===== config.mk =====
export PLATFORM = sky130hd
export DESIGN_NAME = uart_tx_arbiter
export DESIGN_NICKNAME = d
export VERILOG_FILES = /design/src/rtl/uart_arb_pkg.sv /design/src/rtl/uart_rr_picker.sv /design/src/rtl/uart_tx_arbiter.sv
export SDC_FILE = /design/constraint.sdc
export NUM_CORES = 1
export LEC_CHECK = 0
export CAP_MARGIN = 20
export CORE_ASPECT_RATIO = 0.8
export CORE_MARGIN = 2
export CORE_UTILIZATION = 25
export CTS_CLUSTER_SIZE = 25
export DETAILED_ROUTE_END_ITERATION = 12
export DONT_BUFFER_PORTS = 1
export PLACE_DENSITY_LB_ADDON = 0.2
export SETUP_SLACK_MARGIN = 0.4
export SYNTH_ARGS = -nofsm -noshare
export SYNTH_HDL_FRONTEND = slang
export SYNTH_SLANG_ARGS = --single-unit

===== constraint.sdc =====
create_clock -name sys_clk -period 4.5 [get_ports sys_clk]
set_clock_uncertainty 0.2 [all_clocks]
set_input_delay 1.125 -clock sys_clk [delete_from_list [all_inputs] [get_ports sys_clk]]
set_output_delay 1.125 -clock sys_clk [all_outputs]
set_load 0.02 [all_outputs]

===== src/rtl/uart_arb_pkg.sv =====
`default_nettype none
// ============================================================================
//  Module      : uart_arb_pkg
//  Description : Shared definitions for the UART transmit arbiter. Holds the
//                FSM state encoding, the upper limits of GUARD_CYCLES and
//                BUSY_TIMEOUT, and the width of the shared cycle counter.
//  Config      : none here. UART_ARB_FIXED_PRIO_EN is consumed by
//                uart_tx_arbiter.
//  Revision    : 1.0 - initial release
// ============================================================================
package uart_arb_pkg;

   typedef enum logic [2:0] {
      ST_IDLE      = 3'd0,
      ST_LAUNCH    = 3'd1,
      ST_WAIT_BUSY = 3'd2,
      ST_WAIT_DONE = 3'd3,
      ST_GUARD     = 3'd4
   } arb_state_t;

   localparam int GUARD_CYCLES_MAX = 255;
   localparam int BUSY_TIMEOUT_MAX = 255;

   // One counter serves both the busy timeout and the guard gap. It must
   // hold the larger of the two maxima.
   localparam int CNT_W = 8;

endpackage
`default_nettype wire


===== src/rtl/uart_rr_picker.sv =====
`default_nettype none
// ============================================================================
//  Module      : uart_rr_picker
//  Description : Rotating-priority picker. The search starts at index ptr and
//                wraps modulo N_REQ. The first set bit of valid wins.
//                Tying ptr to zero turns it into a fixed lowest-index-first
//                picker.
//  Ports       : valid [N_REQ-1:0]  request vector
//                ptr   [IDX_W-1:0]  index that has the highest priority
//                grant [N_REQ-1:0]  one-hot winner (zero when none)
//                idx   [IDX_W-1:0]  winner index (zero when none)
//                any                at least one request is valid
//  Revision    : 1.0 - initial release
// ============================================================================
module uart_rr_picker #(
   parameter int N_REQ = 4,
   parameter int IDX_W = $clog2(N_REQ)
) (
   input  logic [N_REQ-1:0] valid,
   input  logic [IDX_W-1:0] ptr,
   output logic [N_REQ-1:0] grant,
   output logic [IDX_W-1:0] idx,
   output logic             any
);

   int               w_sum;
   logic [IDX_W-1:0] w_cand;

   always_comb begin
      grant  = '0;
      idx    = '0;
      any    = 1'b0;
      w_sum  = 0;
      w_cand = '0;
      for (int off = 0; off < N_REQ; off++) begin
         // ptr is always below N_REQ, so one subtraction is enough to wrap.
         w_sum = int'(ptr) + off;
         if (w_sum >= N_REQ) begin
            w_sum = w_sum - N_REQ;
         end
         w_cand = IDX_W'(w_sum);
         if (!any && valid[w_cand]) begin
            any           = 1'b1;
            idx           = w_cand;
            grant[w_cand] = 1'b1;
         end
      end
   end

endmodule
`default_nettype wire


===== src/rtl/uart_tx_arbiter.sv =====
`default_nettype none
// ============================================================================
//  Module      : uart_tx_arbiter
//  Description : Arbitrates N_REQ byte requesters onto a single uart_tx.
//                It picks one requester while idle, pulses tx_en, waits for
//                the transmitter to go busy and then idle again, and keeps a
//                guard gap before the next frame.
//  Config      : `define UART_ARB_FIXED_PRIO_EN selects fixed priority, where
//                the lowest valid index wins. The default is round-robin.
//  Ports       : sys_clk, sys_rst             clock, async active-high reset
//                req_valid/req_data/req_ready requester handshake, bytes packed
//                                             8 bits per requester
//                tx_busy/tx_en/tx_din         uart_tx interface
//                grant_id                     owner of the current frame
//                arb_busy                     FSM not in IDLE
//                tx_err                       one-cycle busy-timeout pulse
//  Revision    : 1.0 - initial release
// ============================================================================
module uart_tx_arbiter
   import uart_arb_pkg::*;
#(
   parameter int N_REQ        = 4,
   parameter int GUARD_CYCLES = 2,
   parameter int BUSY_TIMEOUT = 16
) (
   input  logic                       sys_clk,
   input  logic                       sys_rst,
   input  logic [N_REQ-1:0]           req_valid,
   input  logic [8*N_REQ-1:0]         req_data,
   output logic [N_REQ-1:0]           req_ready,
   input  logic                       tx_busy,
   output logic                       tx_en,
   output logic [7:0]                 tx_din,
   output logic [$clog2(N_REQ)-1:0]   grant_id,
   output logic                       arb_busy,
   output logic                       tx_err
);

   localparam int IDX_W = $clog2(N_REQ);

   // Clamp the parameters to the range the counter can represent.
   localparam int c_guard_eff = (GUARD_CYCLES > GUARD_CYCLES_MAX) ? GUARD_CYCLES_MAX :
                                (GUARD_CYCLES < 0) ? 0 : GUARD_CYCLES;
   localparam int c_busy_eff  = (BUSY_TIMEOUT > BUSY_TIMEOUT_MAX) ? BUSY_TIMEOUT_MAX :
                                (BUSY_TIMEOUT < 1) ? 1 : BUSY_TIMEOUT;

   localparam logic [CNT_W-1:0] c_busy_last  = CNT_W'(c_busy_eff - 1);
   localparam logic [CNT_W-1:0] c_guard_last = CNT_W'((c_guard_eff > 0) ? c_guard_eff - 1 : 0);
   // With a zero guard, the FSM returns to IDLE straight from the frame end.
   localparam logic             c_guard_skip = (c_guard_eff == 0);

   arb_state_t       state_q,    state_d;
   logic [CNT_W-1:0] cnt_q,      cnt_d;
   logic             tx_en_q,    tx_en_d;
   logic             tx_err_q,   tx_err_d;
   logic             arb_busy_q, arb_busy_d;
   logic [7:0]       tx_din_q,   tx_din_d;
   logic [IDX_W-1:0] grant_id_q, grant_id_d;

   logic [N_REQ-1:0] w_pick_grant;
   logic [IDX_W-1:0] w_pick_idx;
   logic             w_pick_any;
   logic [IDX_W-1:0] w_ptr;
   logic             w_grant_ok;

`ifdef UART_ARB_FIXED_PRIO_EN
   assign w_ptr = '0;
`else
   // ptr_q holds the index with the highest priority for the next search,
   // which is the last winner + 1. A reset value of 0 favours requester 0.
   logic [IDX_W-1:0] ptr_q, ptr_d;
   logic [IDX_W-1:0] w_next_ptr;

   assign w_ptr      = ptr_q;
   assign w_next_ptr = (w_pick_idx == IDX_W'(N_REQ - 1)) ? '0 : w_pick_idx + 1'b1;
`endif

   uart_rr_picker #(
      .N_REQ (N_REQ),
      .IDX_W (IDX_W)
   ) u_picker (
      .valid (req_valid),
      .ptr   (w_ptr),
      .grant (w_pick_grant),
      .idx   (w_pick_idx),
      .any   (w_pick_any)
   );

   // A grant happens only in IDLE while the transmitter is free.
   assign w_grant_ok = (state_q == ST_IDLE) && !tx_busy && w_pick_any;

   // The acceptance strobe is combinational. It is also gated by reset so that
   // it is zero while reset is held.
   assign req_ready = (w_grant_ok && !sys_rst) ? w_pick_grant : '0;

   always_comb begin
      state_d    = state_q;
      cnt_d      = cnt_q;
      tx_err_d   = 1'b0;
      tx_din_d   = tx_din_q;
      grant_id_d = grant_id_q;
`ifndef UART_ARB_FIXED_PRIO_EN
      ptr_d      = ptr_q;
`endif
      case (state_q)
         ST_IDLE: begin
            if (w_grant_ok) begin
               state_d    = ST_LAUNCH;
               tx_din_d   = req_data[{w_pick_idx, 3'b000} +: 8];
               grant_id_d = w_pick_idx;
`ifndef UART_ARB_FIXED_PRIO_EN
               ptr_d      = w_next_ptr;
`endif
            end
         end
         ST_LAUNCH: begin
            // The count includes the launch cycle. The error pulse, which is
            // registered, then lands exactly BUSY_TIMEOUT cycles after tx_en.
            state_d = ST_WAIT_BUSY;
            cnt_d   = CNT_W'(1);
         end
         ST_WAIT_BUSY: begin
            if (tx_busy) begin
               state_d = ST_WAIT_DONE;
               cnt_d   = '0;
            end else if (cnt_q >= c_busy_last) begin
               tx_err_d = 1'b1;
               state_d  = c_guard_skip ? ST_IDLE : ST_GUARD;
               cnt_d    = '0;
            end else begin
               cnt_d = cnt_q + 1'b1;
            end
         end
         ST_WAIT_DONE: begin
            if (!tx_busy) begin
               state_d = c_guard_skip ? ST_IDLE : ST_GUARD;
               cnt_d   = '0;
            end
         end
         ST_GUARD: begin
            if (cnt_q >= c_guard_last) begin
               state_d = ST_IDLE;
               cnt_d   = '0;
            end else begin
               cnt_d = cnt_q + 1'b1;
            end
         end
         default: begin
            state_d = ST_IDLE;
            cnt_d   = '0;
         end
      endcase
      tx_en_d    = (state_d == ST_LAUNCH);
      arb_busy_d = (state_d != ST_IDLE);
   end

   always_ff @(posedge sys_clk or posedge sys_rst) begin
      if (sys_rst) begin
         state_q    <= ST_IDLE;
         cnt_q      <= '0;
         tx_en_q    <= 1'b0;
         tx_err_q   <= 1'b0;
         arb_busy_q <= 1'b0;
         tx_din_q   <= '0;
         grant_id_q <= '0;
`ifndef UART_ARB_FIXED_PRIO_EN
         ptr_q      <= '0;
`endif
      end else begin
         state_q    <= state_d;
         cnt_q      <= cnt_d;
         tx_en_q    <= tx_en_d;
         tx_err_q   <= tx_err_d;
         arb_busy_q <= arb_busy_d;
         tx_din_q   <= tx_din_d;
         grant_id_q <= grant_id_d;
`ifndef UART_ARB_FIXED_PRIO_EN
         ptr_q      <= ptr_d;
`endif
      end
   end

   assign tx_en    = tx_en_q;
   assign tx_err   = tx_err_q;
   assign arb_busy = arb_busy_q;
   assign tx_din   = tx_din_q;
   assign grant_id = grant_id_q;

endmodule
`default_nettype wire


# Yosys cells after proc, flatten, opt, wreduce, memory -nomap -nowiden
# Cells that the tools add are included.
# totals
regBits	26
input_bits	39
output_inout_bits	17
word_cells	110
# op_classes
addsub	9
n_lt_le_gt_ge	14
n_eq_ne	7
shifts	1
muxes	48
bitwise	4
reduce_logical	19
# op_table
op	count
$pmux 8 s5	1
$mux 8	4
$shiftx 32x6->8	1
$mux 4	5
$mux 2	9
$mux 1	15
$mux 3	5
$pmux 3 s5	1
$lt 2x3->1 const B	4
$or 4x4->4	3
$logic_and 1x1->1	10
$ge 3x3->1 const B	3
$add 8x1->8 const B	1
$bmux 1 s2	4
$demux 1 s2	4
$ge 2x1->1 const B	4
$ge 8x1->1 const B	1
$ge 8x4->1 const B	1
$sub 2x1->2 const B	4
$add 2x2->3 const B	2
$eq 3x1->1 const B	2
$eq 3x2->1 const B	2
$logic_not 1->1	5
$reduce_and 2->1	2
other kinds (9)	9

# Depth between registers and ports, before layout
# logic_depth
word_depth	18
depth_mapped	13
ltp_nobuf	10

# Modules after synthesis
# From an unflattened synthesis, not the netlist that was laid out.
# hier_totals
cells_unflattened	156
hier_area_um2	1809.2
# by_module_without_submodules
module	instances	cells_each	area_per_inst_um2	seq_area_each_um2
uart_tx_arbiter	1	111	1387.6	650.6
uart_rr_picker	1	45	421.7	0.0

# Worst setup path after synthesis
# OpenSTA, ideal clock, no wires.
# synth_path
path_kind	in2out
from	input req_valid[2]
to	output req_ready[0]
arrival_time_ns	2.693
required_time_ns	3.175
path_slack_ns	0.482
cell_stages	8
n_path_buf	2
path_cell_list	mux4_2 nor2b_1 buf_2 clkbuf_1 a22oi_1 nor2_1 a221oi_1 nor2_1
# synth_between
elab_chain_cells	15
elab_cells_between_ends	28
cone_classes	mux: 17; bitwise: 3; reduce/logical: 8
# synth_rtl
item	line	source
start, declared	uart_tx_arbiter.sv:28	input logic [N_REQ-1:0] req_valid,
$bmux 1 s2	uart_rr_picker.sv:42	if (!any && valid[w_cand]) begin
$mux 1 (not written as such)	uart_rr_picker.sv:42	
$mux 1	uart_rr_picker.sv:42	
$logic_not 1->1	uart_rr_picker.sv:42	
$logic_and 1x1->1	uart_rr_picker.sv:42	
$mux 1	uart_rr_picker.sv:42	
$logic_not 1->1	uart_rr_picker.sv:42	
$logic_and 1x1->1	uart_rr_picker.sv:42	
$mux 1	uart_rr_picker.sv:42	
$logic_not 1->1	uart_rr_picker.sv:42	
$logic_and 1x1->1	uart_rr_picker.sv:42	
$mux 1	uart_rr_picker.sv:42	
$logic_and 1x1->1	uart_tx_arbiter.sv:90	assign w_grant_ok = (state_q == ST_IDLE) && !tx_busy && w_pick_any;
$logic_and 1x1->1	uart_tx_arbiter.sv:94	assign req_ready = (w_grant_ok && !sys_rst) ? w_pick_grant : '0;
$mux 4 *	uart_tx_arbiter.sv:94	
end, declared	uart_tx_arbiter.sv:30	output logic [N_REQ-1:0] req_ready,
# Mark *: on every way between the ends. The rest lies on a longest branch, timed or not. The select of a mux whose other input is x is not followed.

# Worst setup path in the final report
# layout_path
from	input req_valid[2]
to	output req_ready[2]
# The elaborated chain is that of the path after synthesis.

==> summary.txt <==
Drt
  – 1st-pass router iterations: 4
  – DRC Markers: 0
  – Post-detailed-route count of antenna-violating nets: 0
  – Vias per cell: 5.14
  – DR iter-0 viols: 157
  – DR vias: 1870
  – DRT Wirelength: 5790 um
  – WL/cell: 15.9 um

Outcome
  – Status: complete, no violations

Power and ir drop
  – Pleak: 0.997 nW
  – Max VDD drop: 0.162 mV
  – Pwr dens: 702 nW/um^2
  – Total power: 1.63 mW

Clock tree
  – H-Tree Depth: 1
  – Clk slew on worst S/H paths: 0.09 ns
  – CTS tree: yes
  – Sink Count: 26
  – Clk Latency, worst-skew pair: 0.27 ns
  – Max clock buf depth: 2
  – CTS Root Cell: clkbuf_8
  – TritonCTS Buffers: 3

Worst setup path
  – Arrival time worst endpoint: 2.56 ns
  – Critical Path Slowest Stage Cell: mux4_2
  – WP buf/inv: 1
  – Critical path startpoint category: input port
  – Cell family with most CP delay: simple AND/OR/NAND/NOR gates
  – Worst EP required: 3.17 ns
  – Kind of end point of the critical path: primary output
  – CP Class: input port to primary output
  – Max stage delay on crit path: 0.53 ns
  – CP cell instances: mux4_2 -> or3_4 -> nor2_4 -> a221oi_1 -> nor2_1 -> buf_4
  – CP max FO: 7

Synth
  – Number of flops mapped to enable cells by yosys: 0
  – Mapped Nets: 303
  – Ys Warns: 0
  – Sequential fraction of the synthesis area: 0.305
  – Synth cell types: 42
  – Mapped Cells: 253
  – Synth Area per Inst: 8.44 sq um
  – Synthesized area: 2140 sq um
  – Async set-reset flop share out of synthesis: 1.00
  – Dominant synthesized flop cell: dfrtp_1
  – #FFs+latches synth: 26

Timing
  – Setup TNS Final: 0 ns
  – Max Slew Vio Count: 0
  – Unrepaired setup endpoints after global routing: no
  – Crit path setup slack, layout: 0.617 ns
  – # setup viols final: 0
  – Worst-Margin Slew: 0.780 ns
  – Final worst-path cycle share: 0.863
  – Tmin final: 3.88 ns
  – Final hold violations: 0
  – Fmax: 258 MHz
  – Slew margin rel.: 0.465
  – Hold Slack: 0.324 ns

Die
  – CORE AREA: 8410 sq um
  – Num rows: 30
  – Full die area: 9300 sq um
  – Initial core utilization: 0.254
  – # IOs: 56
  – Chip Width: 107 um
  – Die Ht: 86.7 um

Cells and area
  – Area Growth Syn to Fin: 8.79%
  – # diodes: 0
  – # fillers: 908
  – Final net count: 304
  – Fin area: 2320 sq um
  – Final cell count without fillers: 364
  – Util after Layout: 0.276
  – Layout cells sized above 1: 0.0952

Place
  – Post-Place Worst Slack: 0.630 ns
  – Placed Instances: 360
  – Dpl cell area: 2270 sq um
  – Post-DP HPWL: 4290 um
  – GP Congestion: 0.788
  – Count of buffers from port buffering: 0

Global route
  – GRT overflow: 0
  – Number of global-route vias before repair: 1734
  – Overall global routing resource usage: 0.126
  – Initial antenna violation count: 0
  – Pin count of the biggest net entering global routing: 32
  – First-pass GRT wire length: 9370 um

Min path
  – Hold Crit Class: register to register

Flow run
  – Number of max-cap violations: 0
## cell usage after synthesis (all sizes together) (2+ instances only)
| master | instances | area (sq um) |
|---|---|---|
| nand2 | 40 | 150 |
| dfrtp | 26 | 651 |
| nor2 | 22 | 92.6 |
| o21ai | 21 | 105 |
| inv | 20 | 75.1 |
| mux2i | 17 | 170 |
| ha | 11 | 138 |
| clkbuf | 9 | 33.8 |
| o31ai | 9 | 67.6 |
| o221ai | 8 | 70.1 |
| a22o | 7 | 61.3 |
| o311ai | 7 | 61.3 |
| a221oi | 5 | 43.8 |
| buf | 5 | 38.8 |
| mux4 | 5 | 113 |
| nor3 | 5 | 25.0 |
| a22oi | 4 | 30.0 |
| nor2b | 4 | 25.0 |
| or3 | 4 | 30.0 |
| a21oi | 3 | 15.0 |
| a31oi | 3 | 18.8 |
| nand3 | 3 | 15.0 |
| and2 | 2 | 12.5 |
| nand2b | 2 | 12.5 |
## flip-flops by register name, summed over array words and instances (netlist names)
register,cells
state_q,3
grant_id,2
arb_busy,1
tx_err,1
tx_en,1
tx_din,8
ptr_q,2
cnt_q,8
## area by class of cell
type	instances	area (sq um)	area share
inverters	20	75.1	0.0323
clock buffers	3	41.3	0.0178
repair buffers	10	75.1	0.0323
flip-flops and latches	26	652	0.281
well taps	112	140	0.0603
multi-input cells	193	1340	0.577
## power by group
group	switching (mW)	internal (mW)	total, mW
registers	0.139	0.316	0.455
clock network	0.0718	0.0600	0.132
logic	0.621	0.423	1.04
## routing by layer
metal / track usage / share of wire
met1: 0.182 / 0.48
met2: 0.197 / 0.45
met3: 0.0331 / 0.069
met4: 0.0140 / 0.0048
met5: 0 / 0
## worst register-to-register path, stage by stage (launching register included)
cell and delay (ns):
dfrtp_1 0.38, inv_1 0.18, ha_2 0.37, mux4_2 0.39
nor2b_1 0.31, buf_4 0.26, o21a_1 0.12, a31o_2 0.36
mux2i_1 0.31, o221ai_1 0.15
## repair_timing
action / in CTS / in global routing
resized for setup: 1 / 1
hold buffers: 0 / 0
setup endpoints to repair: 4 / 4
buffers inserted: 0 / 1
endpoints found under the hold margin: 0 / 0
## kinds of logic after synthesis
group / after synthesis / share of synthesized area
and+or+nand+nor: 86 / 0.183
AOI/OAI and AO/OA: 74 / 0.246
buffers and inverters: 34 / 0.0691
DFF: 26 / 0.305
muxes: 22 / 0.132
adders and majority gates: 11 / 0.0644
## cells in the final DEF, fill, tap and decap left out, drive strengths merged, types with 3 or more instances in the layout
cell	Yosys	routed
nor2b	4	4
o221ai	8	8
nand3	3	3
a21oi	3	3
nor2	22	22
a22oi	4	4
mux4	5	5
mux2i	17	17
o31ai	9	9
nand2	40	40
nor3	5	5
o21ai	21	21
a22o	7	7
buf	5	10
a221oi	5	5
o311ai	7	7
or3	4	4
ha	11	11
dfrtp	26	26
clkbuf	9	3
inv	20	20
a31oi	3	3
## path summary, 6_finish.rpt
| check | from | end | slack, ns | cells after the start |
|---|---|---|---|---|
| hold / removal | cnt_q[7] | cnt_q[7] | 0.32 | 2 |
| setup reg to reg | ptr_q[0] | tx_din[1] | 1.33 | 9 |
| hold reg to reg | cnt_q[7] | cnt_q[7] | 0.32 | 2 |
| min in group asynchronous | sys_rst | grant_id[1] | 0.71 | 2 |
| setup / recovery | req_valid[2] | req_ready[2] | 0.62 | 6 |
| max in group asynchronous | sys_rst | ptr_q[1] | 3.11 | 2 |
Power figures use the tool's default switching activity.
